### src/rtl/id_word_serializer_if.sv
`default_nettype none
// ============================================================================
//  Module      : id_word_serializer_if
//  Description : Handshake/status bundle between the ID sampler / LVDA
//                timing logic (master) and the DM word serializer (slave).
//                  DM_IN[WIDTH-1:0] : sampled DM latch bits
//                  LOAD / SHIFT / ABORT : word-time, bit-time and cancel strobes
//                  SDO / SDO_VALID  : serial data bit and its qualifier
//                  BUSY / DONE / OVR: word status back to the controller
//  Revision    : 1.0 - initial release
// ============================================================================
interface id_word_serializer_if #(
  parameter int WIDTH = 6
) ();
  logic [WIDTH-1:0] DM_IN;
  logic             LOAD;
  logic             SHIFT;
  logic             ABORT;
  logic             SDO;
  logic             SDO_VALID;
  logic             BUSY;
  logic             DONE;
  logic             OVR;

  modport master (
    output DM_IN, LOAD, SHIFT, ABORT,
    input  SDO, SDO_VALID, BUSY, DONE, OVR
  );

  modport slave (
    input  DM_IN, LOAD, SHIFT, ABORT,
    output SDO, SDO_VALID, BUSY, DONE, OVR
  );
endinterface
`default_nettype wire

### src/rtl/id_word_serializer.sv
`default_nettype none
// ============================================================================
//  Module      : id_word_serializer
//  Description : Captures the sampled DM latch bits on LOAD and shifts them
//                out MSB-first, one bit per SHIFT strobe, optionally followed
//                by an odd-parity bit. Reports BUSY, a one-cycle DONE pulse
//                and a sticky overrun flag.
//  Ports       : SIM_CLK  - system clock, rising edge
//                SIM_RST  - asynchronous active-low reset
//                bus      - id_word_serializer_if.slave (strobes in, SDO and
//                           status out); all outputs are registered
//  Revision    : 1.0 - initial release
// ============================================================================
module id_word_serializer #(
  parameter int WIDTH  = 6,   // DM bits per word, 2..26
  parameter bit PAR_EN = 1'b1 // append odd-parity bit after the data bits
) (
  input wire logic               SIM_CLK,
  input wire logic               SIM_RST,
  id_word_serializer_if.slave    bus
);

  // Minimum width that holds WIDTH-1 (WIDTH >= 2 keeps this >= 1).
  localparam int                CNT_W    = $clog2(WIDTH);
  localparam logic [CNT_W-1:0]  CNT_LAST = CNT_W'(WIDTH - 1);

  typedef enum logic [1:0] {
    S_IDLE   = 2'd0,
    S_DATA   = 2'd1,
    S_PARITY = 2'd2
  } state_e;

  state_e             state_q, state_d;
  logic [WIDTH-1:0]   shreg_q, shreg_d;
  logic               par_q, par_d;
  logic [CNT_W-1:0]   cnt_q, cnt_d;
  logic               sdo_q, sdo_d;
  logic               sdo_valid_q, sdo_valid_d;
  logic               busy_q, busy_d;
  logic               done_q, done_d;
  logic               ovr_q, ovr_d;

  always_ff @(posedge SIM_CLK or negedge SIM_RST) begin
    if (!SIM_RST) begin
      state_q     <= S_IDLE;
      shreg_q     <= '0;
      par_q       <= 1'b0;
      cnt_q       <= '0;
      sdo_q       <= 1'b0;
      sdo_valid_q <= 1'b0;
      busy_q      <= 1'b0;
      done_q      <= 1'b0;
      ovr_q       <= 1'b0;
    end else begin
      state_q     <= state_d;
      shreg_q     <= shreg_d;
      par_q       <= par_d;
      cnt_q       <= cnt_d;
      sdo_q       <= sdo_d;
      sdo_valid_q <= sdo_valid_d;
      busy_q      <= busy_d;
      done_q      <= done_d;
      ovr_q       <= ovr_d;
    end
  end

  always_comb begin
    state_d     = state_q;
    shreg_d     = shreg_q;
    par_d       = par_q;
    cnt_d       = cnt_q;
    sdo_d       = sdo_q;
    sdo_valid_d = sdo_valid_q;
    busy_d      = busy_q;
    done_d      = 1'b0;
    ovr_d       = ovr_q;

    if (bus.ABORT) begin
      // Cancel wins over LOAD/SHIFT; the overrun history is kept.
      state_d     = S_IDLE;
      shreg_d     = '0;
      cnt_d       = '0;
      sdo_d       = 1'b0;
      sdo_valid_d = 1'b0;
      busy_d      = 1'b0;
    end else begin
      case (state_q)
        S_IDLE: begin
          if (bus.LOAD) begin
            shreg_d     = bus.DM_IN;
            par_d       = ~^bus.DM_IN;
            cnt_d       = '0;
            ovr_d       = 1'b0;
            state_d     = S_DATA;
            sdo_d       = bus.DM_IN[WIDTH-1];
            sdo_valid_d = 1'b1;
            busy_d      = 1'b1;
          end
        end

        S_DATA: begin
          if (bus.LOAD) ovr_d = 1'b1;
          if (bus.SHIFT) begin
            shreg_d = {shreg_q[WIDTH-2:0], 1'b0};
            if (cnt_q == CNT_LAST) begin
              if (PAR_EN) begin
                state_d = S_PARITY;
                sdo_d   = par_q;
              end else begin
                state_d     = S_IDLE;
                cnt_d       = '0;
                done_d      = 1'b1;
                sdo_d       = 1'b0;
                sdo_valid_d = 1'b0;
                busy_d      = 1'b0;
              end
            end else begin
              // The register still holds the current bit in its MSB,
              // so the next bit out is the one just below it.
              sdo_d = shreg_q[WIDTH-2];
              cnt_d = cnt_q + 1'b1;
            end
          end
        end

        S_PARITY: begin
          if (bus.LOAD) ovr_d = 1'b1;
          if (bus.SHIFT) begin
            state_d     = S_IDLE;
            cnt_d       = '0;
            done_d      = 1'b1;
            sdo_d       = 1'b0;
            sdo_valid_d = 1'b0;
            busy_d      = 1'b0;
          end
        end

        default: state_d = S_IDLE;
      endcase
    end
  end

  assign bus.SDO       = sdo_q;
  assign bus.SDO_VALID = sdo_valid_q;
  assign bus.BUSY      = busy_q;
  assign bus.DONE      = done_q;
  assign bus.OVR       = ovr_q;

endmodule
`default_nettype wire

### src/flat_wrapper.sv
// flat-port wrapper written by rule: the top's interface ports become plain ports
module id_word_serializer_flat 
#(
  parameter int WIDTH  = 6,                             
  parameter bit PAR_EN = 1'b1                                             
)
  (SIM_CLK, SIM_RST, bus_DM_IN, bus_LOAD, bus_SHIFT, bus_ABORT, bus_SDO, bus_SDO_VALID, bus_BUSY, bus_DONE, bus_OVR);
  id_word_serializer_if #(.WIDTH(WIDTH)) bus_i ();
  input wire logic SIM_CLK;
  input wire logic SIM_RST;
  input wire logic [$bits(bus_i.DM_IN)-1:0] bus_DM_IN;
  input wire logic [$bits(bus_i.LOAD)-1:0] bus_LOAD;
  input wire logic [$bits(bus_i.SHIFT)-1:0] bus_SHIFT;
  input wire logic [$bits(bus_i.ABORT)-1:0] bus_ABORT;
  output wire logic [$bits(bus_i.SDO)-1:0] bus_SDO;
  output wire logic [$bits(bus_i.SDO_VALID)-1:0] bus_SDO_VALID;
  output wire logic [$bits(bus_i.BUSY)-1:0] bus_BUSY;
  output wire logic [$bits(bus_i.DONE)-1:0] bus_DONE;
  output wire logic [$bits(bus_i.OVR)-1:0] bus_OVR;
  assign bus_i.DM_IN = bus_DM_IN;
  assign bus_i.LOAD = bus_LOAD;
  assign bus_i.SHIFT = bus_SHIFT;
  assign bus_i.ABORT = bus_ABORT;
  assign bus_SDO = bus_i.SDO;
  assign bus_SDO_VALID = bus_i.SDO_VALID;
  assign bus_BUSY = bus_i.BUSY;
  assign bus_DONE = bus_i.DONE;
  assign bus_OVR = bus_i.OVR;
  id_word_serializer #(.WIDTH(WIDTH), .PAR_EN(PAR_EN)) u_core (.SIM_CLK(SIM_CLK), .SIM_RST(SIM_RST), .bus(bus_i));
endmodule
### config.mk
export PLATFORM = sky130hd
export DESIGN_NAME = id_word_serializer_flat
export DESIGN_NICKNAME = d
export VERILOG_FILES = /design/src/rtl/id_word_serializer_if.sv /design/src/rtl/id_word_serializer.sv /design/src/flat_wrapper.sv
export SDC_FILE = /design/constraint.sdc
export NUM_CORES = 1
export LEC_CHECK = 0
export ABC_AREA = 1
export CORE_ASPECT_RATIO = 0.8
export CORE_UTILIZATION = 42
export CTS_BUF_LIST = sky130_fd_sc_hd__clkbuf_2
export CTS_CLUSTER_DIAMETER = 100
export CTS_CLUSTER_SIZE = 40
export DETAILED_ROUTE_END_ITERATION = 10
export PLACE_DENSITY = 0.72
export SETUP_SLACK_MARGIN = 0.05
export SYNTH_ARGS = -nofsm -noshare
export SYNTH_HDL_FRONTEND = slang
export SYNTH_SLANG_ARGS = --single-unit
### constraint.sdc
create_clock -name SIM_CLK -period 3.2 [get_ports SIM_CLK]
set_input_delay 0.48 -clock SIM_CLK [delete_from_list [all_inputs] [get_ports SIM_CLK]]
set_output_delay 0.48 -clock SIM_CLK [all_outputs]
set_load 0.05 [all_outputs]
After elaboration in Yosys (flattened, before gate mapping)
Cells that the tools add are included.
Widths: inputs -> output; s select.

word-level totals
  flip-flop bits (word level) = 15
  bits in latches = 0
  bits in writable memories = 0
  ROM bits = 0
  bits of input ports = 11
  output and inout bits = 5
  memories = 0

operators by class
  $add $sub $neg = 1
  $mul = 0
  divide/modulo/power cells = 0
  $lt $le $gt $ge = 0
  equality and inequality tests = 10
  shift-type cells = 0
  multiplexer cells = 30
  bitwise gates (word level) = 1
  reductions and logical operators = 14

operator list
  cell                 number
  $mux 3               5
  $mux 5               3
  $ne 3x3->1 const B   4
  $reduce_and 4->1     3
  $mux 1               11
  $mux 2               5
  $pmux 5 s2           1
  $pmux 3 s3           1
  $reduce_and 3->1     3
  $pmux 2 s3           1
  $reduce_bool 3->1    2
  $reduce_xnor 6->1    1
  $reduce_and 5->1     1
  $pmux 1 s2           2
  $reduce_bool 4->1    1
  $add 3x1->3 const B  1
  $eq 3x3->1 const B   1
  $ne 3x2->1 const B   1
  $pmux 1 s3           1
  $eq 2x1->1 const B   1
  $eq 2x2->1 const B   1
  $logic_not 2->1      1
  $ne 2x1->1 const B   1
  $ne 2x2->1 const B   1
  3 further kinds      3

Longest topological paths before layout
  depth after elaboration = 5
  depth in mapped cells = 10

Worst setup path after synthesis
OpenSTA, ideal clock, no wires.

  kind = register to register
  start point = register u_core.state_q[0]
  end point = register u_core.cnt_q[0]
  library setup time = 0.120 ns
  arrival = 1.271 ns
  slack = 1.808 ns
  cell stages (with the launch flop) = 10
  clock period less this slack = 1.392 ns
  cells stage by stage = dfrtp_1 > inv_1 > ha_1 > inv_1 > nand2_1 > nand2_2 > nor2_4 > nand2_2 > nand2_1 > o21ai_2

between the ends
  word-level cells in the longest chain between the ends = 3
  elaborated cells between the ends (all ways) = 11

RTL lines
  item                                                         RTL line                  text
  from (decl)                                                  id_word_serializer.sv:33  state_e state_q, state_d;
  from (signal assigned)                                       id_word_serializer.sv:55  state_q <= state_d;
  $eq 2x1->1 (tied with other cells)                           id_word_serializer.sv:87  case (state_q)
  $ne 3x3->1 (no line) (tied with other cells)                 --
  $reduce_and 5->1 (no line) / $mux 3 (equally long branches)  --
  to (signal assigned)                                         id_word_serializer.sv:58  cnt_q <= cnt_d;
  to (decl)                                                    id_word_serializer.sv:36  logic [CNT_W-1:0] cnt_q, cnt_d;

Several ways; a longest one is shown, not always the timed one.
A chain may end at the register's enable or synchronous reset.

Worst setup path in the final report
  start point = register u_core.busy_q (netlist: u_core.bus.BUSY)
  end point = output bus_BUSY

RTL lines
  item                    RTL line                  text
  from (decl)             id_word_serializer.sv:39  logic busy_q, busy_d;
  from (signal assigned)  id_word_serializer.sv:61  busy_q <= busy_d;
  to (decl)               flat_wrapper.sv:17        output wire logic [$bits(bus_i.BUSY)-1:0] bus_BUSY;

No word-level cell between the ends.

==> results <==
- The clock-pin slew on the worst setup and hold paths is 160 ps.
- At the end of the flow, the number of nets in the layout was 165.
- The site row count is 15.
- The tree built by TritonCTS fans out to 15 sinks.
- The critical path in this run is classified as reg -> out.
- The library cell used most frequently in the layout, excluding fill and tap cells, is sky130_fd_sc_hd__nand2_1.
- The signal on the critical path passes through clkdlybuf4s50_1.
- The final antenna-violating net count is 0.
- The fraction of layout instances using a drive strength above 1 is 0.136.
- The overall track demand over capacity in global routing is 0.172.
- CTS placed an instance of sky130_fd_sc_hd__clkbuf_2 at the clock tree root.
- The hold path startpoint is u_core.shreg_q[1]$_DFFE_PN0P_.
- The share of the cycle needed by the critical path after routing is 0.624.
- The initial antenna violation count is 0.
- For this configuration, the core starts out at a cell density of 0.455.
- Synthesis produced 130 cells.
- The minimum clock period after layout is 2000 ps.
- Data on the critical path is required at its endpoint by 2720 ps.
- The count of endpoints failing hold in the final timing report is 0.
- Routability-driven placement finished with a final weighted congestion of 0.848.
- The startpoint class of the critical path is a register.
- Buffers added to address setup during post-CTS repair amount to 0.
- The total power consumption of the routed design is 887 µW.
- The wire length of the first global-routing pass is 3260 µm.
- The end of the worst hold path is u_core.shreg_q[1]$_DFFE_PN0P_.
- Measured along the y axis, the die boundary spans 45.6 µm.
- In this run the number of H-tree levels came out at 1.
- The hold buffer count at cts is 0.
- Summed over all cells, the static leakage comes to 0.610 nW.
- The number of ports placed on the die boundary is 16.
- On the worst path, the slowest cell contributes a delay of 810 ps.
- The count of instances resized after the clock tree is built is 0.
- TritonCTS built the clock tree.
- Headroom to the max-slew limit came out at 0.545.
- The area growth from synthesis to final layout is 18.3%.
- The final routed DRC violation total is 0.
- The max-slew violation total from the final report came to 0.
- The launch point of the worst reg-to-reg path is u_core.state_q[0]$_DFFE_PN0P_.
- met2 is the most crowded layer.
- Counting cells, the worst reg-to-reg path comes to 9.
- For this run, global-route usage on met2 was measured as 0.266.
- The setup violation total in the final timing report is 0.
- The total overflow left after global routing is 0.
- Together, buffers and inverters on the worst path number 1.
- The endpoint identified for the worst register-to-register timing path is u_core.cnt_q[0]$_DFFE_PN0P_.
- Static timing analysis puts the maximum clock frequency at 501 MHz.
- The top fanout value on the critical path is 3.
- The run finished with clean final reports.
- The antenna diode count is 0.
- For this run, the register share of the synthesized area comes to 0.375.
- The cell area after synthesis is 1000 µm².
- Yosys mapped the design onto 23 distinct sky130hd cell types.
- The total wire length after detailed routing is 1990 µm.
- The power density of the placed cells is 751 mW/mm².
- The number of flip-flops and latches in the synthesized netlist is 15.
- The worst register-to-register path has a setup slack of 1610 ps.
- In the final timing run, aggregate negative setup slack is 0 ps.
- For this run, the detailed router's first-pass iteration total came to 4.
- At the pin with the least slew margin, the transition time is 681 ps.
- A synthesized cell averages 7.69 µm².
- At the worst endpoint, the arrival time is 1520 ps.
- The clock arrives with 8.89 ps of skew.
- The average via count per standard cell is 5.03.
- The worst hold path passes through 2 cells.
- The min-delay analysis places its worst path in the category reg -> reg.
- The number of global-route vias before repair came to 727.
- The total via count in the routed design is 866.
- The met1 layer usage reported by global route is 0.238.
- The clock latency at the later pin of the worst-skew pair is 310 ps.
- The CTS buffer count is 3.
- Counting the fill cells in the layout gives 223.
- The met3 capacity usage during global routing is 0.0597.
- Entering global routing, the biggest net connects 16 pins.
- The x dimension of the die is 56.5 µm.
- The number of nets in the synthesized netlist is 147.
- The critical path's top delay family is buffers and inverters.
- The total half-perimeter wirelength after legalization and detailed placement is 1580 µm.
- The nature of the critical path endpoint is an output port.
- Setup repair after global routing left no endpoint under its margin.
- The DRC marker count from the first detailed-route iteration is 35.
- The die outline area is 0.00258 mm².
- The total of buffers placed on input and output ports is 15.
- Across the VDD grid, the largest voltage drop is 0.519 mV.
- The floorplan step defined a core boundary enclosing 0.00220 mm².
- The top cell types in the final layout, fill and taps aside, are sky130_fd_sc_hd__nand2_1, sky130_fd_sc_hd__inv_1, sky130_fd_sc_hd__clkdlybuf4s50_1, sky130_fd_sc_hd__dfrtp_1, sky130_fd_sc_hd__o21ai_0.
- The maximum number of buffers from clock root to sink is 2.
- During synthesis, Yosys emitted a total of 0 warnings.
- The number of max-cap violations is 0.
- The cell with the largest stage delay on the worst path is sky130_fd_sc_hd__clkdlybuf4s50_1.
- The post-detailed-route wirelength per cell is 11.6 µm.
area by class of cell:
cell class | instances | area [µm²] | area share
Clock inverter | 1 | 5.00 | 0.00423
Multi-Input combinational cell | 92 | 527 | 0.446
Clock buffer | 3 | 15.0 | 0.0127
Timing Repair Buffer | 15 | 150 | 0.127
Sequential cell | 15 | 375 | 0.317
Tap cell | 25 | 31.3 | 0.0265
Inverter | 21 | 78.8 | 0.0667
sequential cells by signal, summed over array words and instances, names as in the netlist:
signal           count
u_core.state_q       2
u_core.bus.OVR       1
u_core.bus.SDO       1
u_core.cnt_q         3
u_core.bus.BUSY      1
u_core.shreg_q       5
u_core.par_q         1
u_core.bus.DONE      1
per-layer routing:
metal	wire (µm)	part of all wire
met1	971	0.49
met2	878	0.44
met3	134	0.067
met4	9	0.0045
met5	0	0
worst max-delay path by stage:
stage,from,endpoint,slack (ps),depth (start not counted)
floorplan,u_core.state_q[0]$_DFFE_PN0P_,u_core.cnt_q[0]$_DFFE_PN0P_,1810,9
global placement,bus_ABORT,u_core.cnt_q[0]$_DFFE_PN0P_,1240,8
detailed placement,bus_ABORT,u_core.cnt_q[0]$_DFFE_PN0P_,1180,8
CTS,u_core.bus.BUSY$_DFFE_PN0P_,bus_BUSY,1190,1
global route,u_core.bus.BUSY$_DFFE_PN0P_,bus_BUSY,1120,1
finish,u_core.bus.BUSY$_DFFE_PN0P_,bus_BUSY,1200,1
stage by stage:
stage | area [µm²] | hold slack [ps] | worst slack [ps] | cells | utilization
floorplan | 1000 | 184 | 1810 | 130 | -
global placement | 1160 | 468 | 1240 | 168 | 0.529
detailed placement | 1160 | 483 | 1180 | 168 | 0.529
global route | 1180 | 533 | 1120 | 172 | 0.538
CTS | 1180 | 520 | 1190 | 172 | 0.538
finish | 1180 | 521 | 1200 | 172 | 0.538
synthesized netlist by cell type:
master / number / area share
sky130_fd_sc_hd__or2_2: 1 / 0.0063
sky130_fd_sc_hd__nand3_1: 4 / 0.020
sky130_fd_sc_hd__o21ai_2: 2 / 0.018
sky130_fd_sc_hd__xnor2_1: 1 / 0.0088
sky130_fd_sc_hd__buf_4: 1 / 0.0075
sky130_fd_sc_hd__buf_6: 1 / 0.011
sky130_fd_sc_hd__nor2_2: 1 / 0.0063
sky130_fd_sc_hd__o21ai_1: 2 / 0.010
sky130_fd_sc_hd__nor2_1: 9 / 0.034
sky130_fd_sc_hd__nand4_1: 2 / 0.013
sky130_fd_sc_hd__nand3_2: 1 / 0.010
sky130_fd_sc_hd__a21oi_1: 3 / 0.015
sky130_fd_sc_hd__nand2_2: 6 / 0.038
sky130_fd_sc_hd__o21ai_0: 11 / 0.055
sky130_fd_sc_hd__a31oi_1: 1 / 0.0063
sky130_fd_sc_hd__nor2_4: 4 / 0.045
sky130_fd_sc_hd__nand2_4: 1 / 0.011
sky130_fd_sc_hd__nor3_1: 2 / 0.010
sky130_fd_sc_hd__inv_1: 21 / 0.079
sky130_fd_sc_hd__dfrtp_1: 15 / 0.38
sky130_fd_sc_hd__nand2_1: 31 / 0.12
sky130_fd_sc_hd__ha_1: 6 / 0.075
sky130_fd_sc_hd__a22oi_1: 4 / 0.030
where the power goes:
group / internal [mW] / switching [mW]
logic: 0.162 / 0.318
clock network: 0.0283 / 0.0687
registers: 0.259 / 0.0508
kinds of logic after synthesis:
group | count (synthesis) | synth area share
and+or+nand+nor | 62 | 0.309
AOI/OAI and AO/OA | 23 | 0.134
buffers and inverters | 23 | 0.0976
DFF | 15 | 0.375
adders and majority gates | 6 | 0.0751
xor gates and xnor gates | 1 | 0.00876
Power figures use the tool's default switching activity.
==> RTL edit 1 (config.mk and constraints unchanged) <==
The 3 states of `state_e` get a one-hot encoding in 3 bits.
--- a/src/rtl/id_word_serializer.sv
+++ b/src/rtl/id_word_serializer.sv
@@ -25,8 +25,8 @@
   localparam logic [CNT_W-1:0]  CNT_LAST = CNT_W'(WIDTH - 1);
 
-  typedef enum logic [1:0] {
-    S_IDLE   = 2'd0,
-    S_DATA   = 2'd1,
-    S_PARITY = 2'd2
+  typedef enum logic [2:0] {
+    S_IDLE   = 3'b001,
+    S_DATA   = 3'b010,
+    S_PARITY = 3'b100
   } state_e;
 
Formal check against the unedited RTL: same outputs for any inputs over 10 cycles, from zero or initial values and one cycle with SIM_RST low; not proved beyond that.
==> RTL edit 1 against the unedited design <==
- global-route usage is 2.8 points higher
- design area is 6.3% higher
- routed wire length is 10% higher
- cell count is 18% higher
- clock power is 6.4% lower
- combinational power is 13% lower
- setup slack worse by 1.7 ps
- power is 5.8% lower
- via count is 17% higher
- sequential cell count is 1 higher
- synthesized area is 6.1% higher
- register-to-register slack better by 130 ps
- critical path type unchanged
==> RTL edit 1: results (changes against the unedited design) <==
status=complete, no violations (unchanged); comb_multi_in=116 (was 92); Mapped Nets=165 (was 147); hold path start=u_core.shreg_q[0]$_DFFE_PN0P_ (was u_core.shreg_q[1]$_DFFE_PN0P_); vias in the first global route=887 (was 727); critical-path maximum fanout=3 (unchanged); fraction of area in non-clock buffers=0.119 (was 0.127); most instantiated cells after synthesis=nand2_1 (61), dfrtp_1 (15), inv_1 (13), nor2_1 (13), nand3_1 (10) (was nand2_1 (31), inv_1 (21), dfrtp_1 (15)); Largest regs=u_core.shreg_q (5), u_core.cnt_q (3), u_core.state_q (3) (was u_core.shreg_q (5), u_core.cnt_q (3), u_core.state_q (2)); fraction of area in multi-input gates=0.459 (was 0.446); Post-DP HPWL=1800 µm (was 1580 µm); Synth area leaders=dfrtp_1 (35%), nand2_1 (22%), nand3_1 (4.7%) (was dfrtp_1 (38%), nand2_1 (12%), inv_1 (7.9%)); first-pass GRT wire length=3930 µm (was 3260 µm); total number of vias=1011 (was 866); pin count of the biggest net entering global routing=17 (was 16); initial antenna violation count=0 (unchanged); Inverters, non-clock=18 (was 21); leakage=0.686 nW (was 0.610 nW); GRT Total Usage=0.200 (was 0.172); relative slew slack=0.529 (was 0.545); ClkCell Share=0.0149 (was 0.0169); sequential-to-total area share from yosys stat=0.379 (was 0.375); Clock transition at path regs=140 ps (was 160 ps); Net count, final=183 (was 165); RR Startpoint=u_core.state_q[0]$_DFFE_PN1P_ (was u_core.state_q[0]$_DFFE_PN0P_); routability cong.=0.914 (was 0.848); share of layout cells above drive strength 1=0.130 (was 0.136); Peak supply drop=0.000363 V (was 0.000519 V); class of the most critical hold timing path=flop to flop (unchanged); Fillers=224 (was 223); sequential share of cell area=0.319 (was 0.317); Non-clock buffers=15 (unchanged); initial DRC count=60 (was 35); routed wire length=2200 µm (was 1990 µm)
[RTL edit 1: cell count changes after synthesis, sizes merged, moves of 2 or more]
cell	change
a22oi	-4
ha	-4
inv	-3
nand2	+25
nand3	+9
nand4	-2
nor2	+4
o21ai	-8
o21bai	+3
[RTL edit 1: per-layer routing]
layer / global-route usage / wire, µm
met5: 0 / 0
met4: 0.0762 / 34
met3: 0.0634 / 200
met2: 0.313 / 952
met1: 0.263 / 1020
[RTL edit 1: logic make-up after synthesis]
logic type      Yosys count  share of synthesized area
flops                    16                      0.379
xor+xnor                  2                     0.0165
compound gates           15                     0.0943
fa+ha+maj                 2                     0.0236
buf+inv                  20                     0.0778
simple gates             97                      0.409
[RTL edit 1: metrics by stage]
step                      setup WS [ps]  cell area, µm²  std cells  hold WS, ps
after floorplan                    1820            1060        152          184
after global placement             1270            1240        199          457
after detailed placement           1240            1240        199          465
after CTS                          1200            1260        203          496
after global routing               1150            1260        203          531
final                              1200            1260        203          494
[RTL edit 1: final timing paths]
check	to	slack, ps	depth (start not counted)
worst min register to register	u_core.shreg_q[0]$_DFFE_PN0P_	490	2
worst min-delay path	u_core.shreg_q[0]$_DFFE_PN0P_	490	2
worst max-delay path	bus_BUSY	1200	1
min in group asynchronous	u_core.bus.DONE$_DFF_PN0_	570	1
max in group asynchronous	u_core.cnt_q[2]$_DFFE_PN0P_	2180	1
worst max register to register	u_core.cnt_q[2]$_DFFE_PN0P_	1740	7
[RTL edit 1: power by group]
| group | total (mW) | internal [mW] | switching (mW) |
|---|---|---|---|
| sequential | 0.328 | 0.271 | 0.0572 |
| clock | 0.0908 | 0.0270 | 0.0638 |
| combinational | 0.417 | 0.138 | 0.279 |
| total | 0.836 | 0.436 | 0.400 |
==> RTL edit 2 (same settings) <==
Made on the original files. `WIDTH` is set to 6 in 3 places; all go to 12.
--- a/src/rtl/id_word_serializer_if.sv
+++ b/src/rtl/id_word_serializer_if.sv
@@ -11,5 +11,5 @@
 // ============================================================================
 interface id_word_serializer_if #(
-  parameter int WIDTH = 6
+  parameter int WIDTH = 12
 ) ();
   logic [WIDTH-1:0] DM_IN;
--- a/src/rtl/id_word_serializer.sv
+++ b/src/rtl/id_word_serializer.sv
@@ -13,5 +13,5 @@
 // ============================================================================
 module id_word_serializer #(
-  parameter int WIDTH  = 6,   // DM bits per word, 2..26
+  parameter int WIDTH  = 12,   // DM bits per word, 2..26
   parameter bit PAR_EN = 1'b1 // append odd-parity bit after the data bits
 ) (
--- a/src/flat_wrapper.sv
+++ b/src/flat_wrapper.sv
@@ -2,5 +2,5 @@
 module id_word_serializer_flat 
 #(
-  parameter int WIDTH  = 6,                             
+  parameter int WIDTH  = 12,                             
   parameter bit PAR_EN = 1'b1                                             
 )
Ports: changed (resized bus_DM_IN); port bits go from 16 to 22. No check against the original RTL was run, so the function may have changed too.
==> RTL edit 2 against the unedited design <==
- maximum frequency fell by 2.2%
- setup slack got worse by 46 ps
- power grew 38%
- global-route usage down 0.74 points
- sequential cell count rose by 7
- synthesized area is 50% higher
- design area is 47% higher
- routed wire length up 44%
- largest power group unchanged
==> RTL edit 2: results (changes against the unedited design) <==
compound-gate portion of the synthesized area=0.173 (was 0.134); sequential-to-total area share from yosys stat=0.367 (was 0.375); share of layout cells above drive strength 1=0.0673 (was 0.136); initial DRC count=107 (was 35); routability cong.=0.841 (was 0.848); XOR/XNOR share of the synthesized area=0.0234 (was 0.00876); Worst-Margin Slew=971 ps (was 681 ps); # H-tree levels=1 (unchanged); root buf cell=clkbuf_2 (unchanged); Worst EP arrival=1560 ps (was 1520 ps); class of the most critical hold timing path=flop to flop (unchanged); worst skew pair latency=340 ps (was 310 ps); Unique masters post-synth=29 (was 23); Mapped Nets=228 (was 147); Net count, final=248 (was 165); Post-DP HPWL=2220 µm (was 1580 µm); pin count of the biggest net entering global routing=23 (was 16); number of port buffers=21 (was 15); status=complete, no violations (unchanged); number of buffers created by CTS=3 (unchanged); Largest regs=u_core.shreg_q (11), u_core.cnt_q (4), u_core.state_q (2) (was u_core.shreg_q (5), u_core.cnt_q (3), u_core.state_q (2)); Clock transition at path regs=210 ps (was 160 ps); Avg WL per Cell=10.8 µm (was 11.6 µm); Vias/cell=4.85 (was 5.03); Synth area leaders=dfrtp_1 (37%), nand2_1 (16%), inv_1 (7.0%) (was dfrtp_1 (38%), nand2_1 (12%), inv_1 (7.9%)); first-pass GRT wire length=4700 µm (was 3260 µm); leakage=0.869 nW (was 0.610 nW); Hold Path Cell Cnt=1 (was 2); ys flop type=dfrtp_1 (unchanged); Placed Cells=261 (was 168); Worst R2R Path Depth=7 (was 9); most instantiated cells after synthesis=nand2_1 (62), inv_1 (28), dfrtp_1 (22) (was nand2_1 (31), inv_1 (21), dfrtp_1 (15)); Setup Skew=18.0 ps (was 8.89 ps); Placed Area=0.00172 mm² (was 0.00116 mm²); initial antenna violation count=0 (unchanged); Non-Filler Instances=265 (was 172); vias in the first global route=1086 (was 727); Peak supply drop=0.000225 V (was 0.000519 V); syn_area_per_cell=7.35 µm² (was 7.69 µm²); GRT Total Usage=0.165 (was 0.172); adder-cell area share of the yosys netlist=0.0584 (was 0.0751); dpl ws=970 ps (was 1180 ps)
RTL edit 2: cell types whose count changed after synthesis, sizes merged, moves of 2 or more:
cell / delta
nand2: +27
o2111ai: +3
nand3: +4
o21ai: +12
nor2: -2
inv: +8
dfrtp: +7
xnor2: +2
o21a: +7
buf: +4
a22oi: -4
RTL edit 2: cell families after synthesis:
family / Yosys count
simple gates: 92
compound gates: 43
buf+inv: 36
flops: 22
fa+ha+maj: 7
xor+xnor: 4
RTL edit 2: worst paths after layout:
check | startpoint | to | slack, ps
min | u_core.shreg_q[7]$_DFFE_PN0P_ | u_core.shreg_q[7]$_DFFE_PN0P_ | 520
min reg2reg | u_core.shreg_q[7]$_DFFE_PN0P_ | u_core.shreg_q[7]$_DFFE_PN0P_ | 520
max reg2reg | u_core.state_q[1]$_DFFE_PN0P_ | u_core.shreg_q[8]$_DFFE_PN0P_ | 1220
min in group asynchronous | SIM_RST | u_core.bus.OVR$_DFFE_PN0P_ | 640
max in group asynchronous | SIM_RST | u_core.shreg_q[10]$_DFFE_PN0P_ | 1960
max | u_core.bus.BUSY$_DFFE_PN0P_ | bus_BUSY | 1160
RTL edit 2: layout make-up:
class	instances	area (µm²)
clock buffers	3	15.0
clock inverters	1	3.75
fillers	324	1690
inverters	29	114
multi-input cells	146	783
flip-flops and latches	22	551
well taps	42	52.6
repair buffers	22	218
RTL edit 2: per-layer routing:
layer,GRT usage,vias to the layer above,wire (µm)
met2,0.232,17,1120
met1,0.248,574,1600
met3,0.0496,4,122
met5,0,-,0
li1,-,690,-
met4,0.0292,0,16
RTL edit 2: power by group:
group / switching, mW / leakage, nW / internal [mW] / total [mW]
registers: 0.0644 / 0.281 / 0.386 / 0.450
logic: 0.420 / 0.573 / 0.244 / 0.664
clock network: 0.0835 / 0.0140 / 0.0272 / 0.111
